**src/rtl/posicionador_embarcacao.sv**
```systemverilog
// Ship-placement controller: turns debounced-free raw buttons into a bounded anchor/orientation
// and packs the occupied cells. Optional hold-to-repeat moves are enabled by `define AUTO_REPEAT_EN.
module posicionador_embarcacao #(
    parameter int TAMANHO       = 3,
    parameter int X_INICIAL     = 5,
    parameter int Y_INICIAL     = 5,
    parameter int REPEAT_CYCLES = 12500000
) (
    input  logic        clock,
    input  logic        reset,
    input  logic        leftArrow,
    input  logic        rightArrow,
    input  logic        upArrow,
    input  logic        downArrow,
    input  logic        rotacionar,
    input  logic        confirmar,
    input  logic        inicio,
    output logic [39:0] posicoesEmbarcacao,
    output logic        orientacao,
    output logic        ocupado,
    output logic        posicaoValida
);

    typedef enum logic [1:0] {OCIOSO, POSICIONANDO, CONFIRMADO} estadoT;

    localparam logic [4:0] SPAN = 5'(TAMANHO - 1);

    if (TAMANHO < 1 || TAMANHO > 5 || REPEAT_CYCLES < 1) begin : gParamInvalido
        $error("posicionador_embarcacao: illegal TAMANHO or REPEAT_CYCLES");
    end

    function automatic logic isOneHot(input logic [3:0] v);
        return (v != 4'd0) && ((v & (v - 4'd1)) == 4'd0);
    endfunction

    // bit order: 0 left, 1 right, 2 up, 3 down, 4 rotate, 5 confirm
    logic [5:0] botoes_s;
    logic [5:0] sync1_r, sync2_r, nivel_r, borda_r;
    estadoT     estado_r;
    logic [3:0] ancoraX_r, ancoraY_r;
    logic       orientacao_r, ocupado_r, posicaoValida_r;
    logic [4:0] candX_s, candY_s, spanX_s, spanY_s;
    logic       moveOk_s, rotOk_s, umaDirecao_s, eventoDir_s;

    assign botoes_s = {confirmar, rotacionar, downArrow, upArrow, rightArrow, leftArrow};

    // Two-flop synchronizer, then a registered rising-edge pulse aligned with nivel_r
    always_ff @(posedge clock or posedge reset) begin
        if (reset) begin
            sync1_r <= 6'd0;
            sync2_r <= 6'd0;
            nivel_r <= 6'd0;
            borda_r <= 6'd0;
        end else begin
            sync1_r <= botoes_s;
            sync2_r <= sync1_r;
            nivel_r <= sync2_r;
            borda_r <= sync2_r & ~nivel_r;
        end
    end

    assign umaDirecao_s = isOneHot(nivel_r[3:0]);

`ifdef AUTO_REPEAT_EN
    localparam int CW = (REPEAT_CYCLES > 1) ? $clog2(REPEAT_CYCLES) : 1;
    logic [CW-1:0] contador_r;
    logic          repeticao_s;

    assign repeticao_s = (estado_r == POSICIONANDO) && umaDirecao_s && (borda_r[3:0] == 4'd0) &&
                         (contador_r == CW'(REPEAT_CYCLES - 1));

    // Hold timer: any new direction edge, release, multi-press or leaving the state restarts it
    always_ff @(posedge clock or posedge reset) begin
        if (reset) begin
            contador_r <= '0;
        end else if ((estado_r != POSICIONANDO) || !umaDirecao_s || (borda_r[3:0] != 4'd0)) begin
            contador_r <= '0;
        end else if (contador_r == CW'(REPEAT_CYCLES - 1)) begin
            contador_r <= '0;
        end else begin
            contador_r <= contador_r + CW'(1);
        end
    end

    assign eventoDir_s = umaDirecao_s && ((borda_r[3:0] != 4'd0) || repeticao_s);
`else
    assign eventoDir_s = umaDirecao_s && (borda_r[3:0] != 4'd0);
`endif

    // Candidate anchor on 5-bit intermediates; 0-1 wraps to 31 and fails the <=9 test
    always_comb begin
        candX_s = {1'b0, ancoraX_r};
        candY_s = {1'b0, ancoraY_r};
        case (nivel_r[3:0])
            4'b0001: candX_s = {1'b0, ancoraX_r} - 5'd1;
            4'b0010: candX_s = {1'b0, ancoraX_r} + 5'd1;
            4'b0100: candY_s = {1'b0, ancoraY_r} + 5'd1;
            4'b1000: candY_s = {1'b0, ancoraY_r} - 5'd1;
            default: ;
        endcase
        if (orientacao_r) begin
            spanX_s = 5'd0;
            spanY_s = SPAN;
            rotOk_s = ({1'b0, ancoraX_r} + SPAN) <= 5'd9;
        end else begin
            spanX_s = SPAN;
            spanY_s = 5'd0;
            rotOk_s = ({1'b0, ancoraY_r} + SPAN) <= 5'd9;
        end
        moveOk_s = (candX_s <= 5'd9) && (candY_s <= 5'd9) &&
                   ((candX_s + spanX_s) <= 5'd9) && ((candY_s + spanY_s) <= 5'd9);
    end

    // Placement FSM with anchor, orientation and status outputs
    always_ff @(posedge clock or posedge reset) begin
        if (reset) begin
            estado_r        <= OCIOSO;
            ancoraX_r       <= 4'(X_INICIAL);
            ancoraY_r       <= 4'(Y_INICIAL);
            orientacao_r    <= 1'b0;
            ocupado_r       <= 1'b0;
            posicaoValida_r <= 1'b0;
        end else begin
            case (estado_r)
                OCIOSO: begin
                    posicaoValida_r <= 1'b0;
                    if (inicio) begin
                        ancoraX_r    <= 4'(X_INICIAL);
                        ancoraY_r    <= 4'(Y_INICIAL);
                        orientacao_r <= 1'b0;
                        ocupado_r    <= 1'b1;
                        estado_r     <= POSICIONANDO;
                    end
                end
                POSICIONANDO: begin
                    if (borda_r[5]) begin
                        ocupado_r       <= 1'b0;
                        posicaoValida_r <= 1'b1;
                        estado_r        <= CONFIRMADO;
                    end else if (borda_r[4]) begin
                        if (rotOk_s) begin
                            orientacao_r <= ~orientacao_r;
                        end
                    end else if (eventoDir_s && moveOk_s) begin
                        ancoraX_r <= candX_s[3:0];
                        ancoraY_r <= candY_s[3:0];
                    end
                end
                CONFIRMADO: begin
                    posicaoValida_r <= 1'b0;
                    estado_r        <= OCIOSO;
                end
                default: begin
                    ocupado_r       <= 1'b0;
                    posicaoValida_r <= 1'b0;
                    estado_r        <= OCIOSO;
                end
            endcase
        end
    end

    // Cell packing straight from the registered anchor; unused cells read FF
    always_comb begin
        posicoesEmbarcacao = {40{1'b1}};
        for (int i = 0; i < 5; i++) begin
            if (i < TAMANHO) begin
                if (orientacao_r) begin
                    posicoesEmbarcacao[8*i +: 8] = {ancoraY_r + 4'(i), ancoraX_r};
                end else begin
                    posicoesEmbarcacao[8*i +: 8] = {ancoraY_r, ancoraX_r + 4'(i)};
                end
            end else begin
                posicoesEmbarcacao[8*i +: 8] = 8'hFF;
            end
        end
    end

    assign orientacao    = orientacao_r;
    assign ocupado       = ocupado_r;
    assign posicaoValida = posicaoValida_r;

endmodule
```
**config.mk**
```make
export PLATFORM = sky130hd
export DESIGN_NAME = posicionador_embarcacao
export DESIGN_NICKNAME = d
export VERILOG_FILES = /design/src/rtl/posicionador_embarcacao.sv
export SDC_FILE = /design/constraint.sdc
export NUM_CORES = 1
export LEC_CHECK = 0
export ABC_AREA = 0
export CAP_MARGIN = 20
export CORE_UTILIZATION = 31
export CTS_BUF_LIST = sky130_fd_sc_hd__clkbuf_8
export CTS_CLUSTER_DIAMETER = 50
export DETAILED_ROUTE_END_ITERATION = 12
export GPL_ROUTABILITY_DRIVEN = 0
export PLACE_DENSITY_LB_ADDON = 0.12
export SETUP_SLACK_MARGIN = 0.02
export SLEW_MARGIN = 15
export SYNTH_ARGS = -nofsm -noshare
export SYNTH_HDL_FRONTEND = slang
export SYNTH_SLANG_ARGS = --single-unit
```
**constraint.sdc**
```tcl
create_clock -name clock -period 3.19 [get_ports clock]
set_input_delay 0.638 -clock clock [delete_from_list [all_inputs] [get_ports clock]]
set_output_delay 0.638 -clock clock [all_outputs]
set_load 0.02 [all_outputs]
```
==> impl_results.md <==
* Run status: finished clean
* Crit-path max FO at 5
* # diodes at 0
* Fin crit share at 98.1%
* Final Max Slew Viols at 0
* Initial antenna violation count at 0
* Static Leak at 1.26 nW
* Critical R2R Capture: ancoraY_r[3]
* Chip Width at 87.7 µm
* Fin. Hold Viols at 0
* Detailed Route WL at 4790 µm
* Layout Nets at 303
* Setup ws final at 0.0609 ns
* DR iter-0 viols at 68
* TritonCTS clock tree: done
* Arrival time worst endpoint at 3.34 ns
* DRT Pass-1 Iters at 4
* Hold Crit Start: sync1_r[2]
* Layout Skew at 0.00302 ns
* Crit. Startpoint: nivel_r[2]
* Synthesized area per cell at 10.0 µm²
* Sequential cell area fraction in the yosys report at 40.9%
* Placed Cells at 365
* Initial Util at 32.8%
* Root buffer cell: clkbuf_8
* Yosys reg bits at 37
* Tmin final at 3.13 ns
* I/O Buffers at 35
* Setup violators final at 0
* Setup slack, reg-to-reg at 0.06 ns
* Area Overhead vs Synth at 31.2%
* CP Capture Type: flop
* Top-count cell post-synth: dfrtp_1
* Max Fclk at 320 MHz
* Die ar. at 0.00768 mm²
* Pin count of the biggest net entering global routing at 38
* R2R Path Start: nivel_r[2]
* Post-synth EDFFs at 0
* Hold Path Class: reg2reg
* Vias per Instance at 4.53
* Vias at 1712
* Slew Limit Headroom at 60.6%
* Max VDD drop at 0.000280 V
* RSZ-0062 raised after global routing: yes
* Drt drc at 0
* Vias in the first global route at 1659
* Max-cap violation count at 0
* Mapped Cells at 227
* Die Y at 87.7 µm
* Hold endpoint: sync2_r[2]
* WS Path Type: reg2reg
* Synth Flop Type: dfrtp_1
* Worst r2r path cells at 13
* Clock-pin slew on the worst setup and hold paths at 0.08 ns
* I/O pins at 52
* Final ANT Viol Nets at 0
* Fin cells at 378
* Synth area leaders: dfrtp_1 36%, ha_1 6.6%, buf_4 5.9%
* Pwr per Cell Area at 582 mW/mm²
* Setup tns final at 0 ns
* Clock Tree Buf Depth at 2
* First-pass GRT wire length at 8300 µm
* Top cell type by total area after synthesis: dfrtp_1
* Post-synth top area share at 36.3%
* Cells on Worst Hold Path at 0
* Netlist cell types at 59
* Synthesized area at 0.00227 mm²
* Worst Path Required at 3.40 ns
* Worst-Margin Slew at 0.591 ns
* Fill cells at 692
* Depth of the CTS H-tree at 2
* GR Overflow Total at 0
* Worst slack, placed at -0.0639 ns
* PnR Total Power at 1.74 mW
* Ys async rst share at 100%
* Ys Warns at 0
* CP startpoint kind: flop
* DPL Wire Length at 3520 µm
* Layout cells sized above 1 at 22.3%
* Clk sinks at 37
* Hold_buf cts at 0
* TritonCTS buffer count at 5
* Fin area at 0.00299 mm²
* WL per Instance at 12.7 µm
* Rows at 30
* Synth top cells by count: 33 x dfrtp_1, 20 x nand2_1, 18 x buf_4, 13 x nor2_1, 12 x ha_1
* GRT Util Overall at 14.1%
* Worst skew pair latency at 0.28 ns
* CORE AREA at 0.00694 mm²
* Post-DP Area at 0.00278 mm²
kinds of logic after synthesis:
group / count (synthesis) / share of synthesized area (%)
buf+inv: 38 / 9.96
fa+ha+maj: 13 / 7.48
compound gates: 35 / 11.3
xor+xnor: 16 / 6.16
other cells: 1 / 0.165
flops: 37 / 40.9
mux: 11 / 5.06
simple gates: 76 / 19.0
where the power goes:
group          internal (mW)  switching (mW)
Combinational          0.375           0.430
Clock                  0.155           0.174
Sequential             0.532          0.0709
Total                   1.06           0.675
critical path: stages (launching register included):
cell and delay [ns]:
dfrtp_1 0.41, nor4b_4 0.32, xor2_1 0.11, ha_2 0.20, or4b_4 0.49, a21boi_4 0.19
xnor2_2 0.14, inv_2 0.06, ha_4 0.23, o211ai_1 0.25, nand4_4 0.18, buf_4 0.18
a211o_1 0.21, o21ai_0 0.06
repair_timing:
action / in CTS / in global routing
endpoints found under the setup margin: 8 / 8
resized for setup: 2 / 10
setup buffers: 6 / 0
pin swaps: 11 / 9
per-layer routing:
layer	wire length, µm	global-route usage [%]	share of wire [%]
met4	17	2.68	0.35
met3	183	3.86	3.8
met1	2320	19.2	48
met5	0	0	0
met2	2270	22.4	47
worst max-delay path by stage:
stage | cells past startpoint | slack, ns | endpoint
3_5_place_dp | 13 | -0.06 | ancoraX_r[2]
5_1_grt | 13 | -0.16 | ancoraY_r[3]
2_1_floorplan | 13 | 0.02 | ancoraY_r[1]
3_3_place_gp | 13 | 0.04 | ancoraX_r[3]
6_report | 13 | 0.06 | ancoraY_r[3]
4_1_cts | 13 | -0.004 | ancoraY_r[1]
layout by cell type, fill, tap and decap left out, drive strengths merged, types with 4 or more instances in the layout:
| cell type | instances |
|---|---|
| a21oi | 5 |
| inv | 11 |
| buf | 25 |
| ha | 12 |
| xnor2 | 11 |
| clkbuf | 5 |
| nand2 | 20 |
| dfstp | 4 |
| mux2i | 7 |
| dfrtp | 33 |
| o21ai | 9 |
| mux2 | 4 |
| xor2 | 5 |
| nand3 | 7 |
| clkdlybuf4s50 | 35 |
| nor2b | 11 |
| nor2 | 15 |
| conb | 16 |
layout make-up:
cell class | count | area, µm² | area share [%]
Tap cell | 96 | 120 | 4.02
Timing Repair Buffer | 60 | 538 | 18.0
Clock buffer | 5 | 68.8 | 2.31
Clock inverter | 3 | 21.3 | 0.712
Sequential cell | 37 | 931 | 31.2
Inverter | 10 | 37.5 | 1.26
Multi-Input combinational cell | 167 | 1270 | 42.5
metrics by stage:
stage	util, %	hold slack, ns
finish	43.0	0.351
global route	43.0	0.361
CTS	42.2	0.354
detailed placement	40.0	0.336
global placement	40.0	0.332
floorplan	-	0.331
state kept, by name, indices dropped and copies added, names as in the netlist:
signal,cells
borda_r,6
sync2_r,6
estado_r,2
nivel_r,6
sync1_r,6
orientacao,1
ocupado,1
posicaoValida,1
ancoraX_r,4
ancoraY_r,4
No activity file was read; power rests on OpenSTA's default activity.
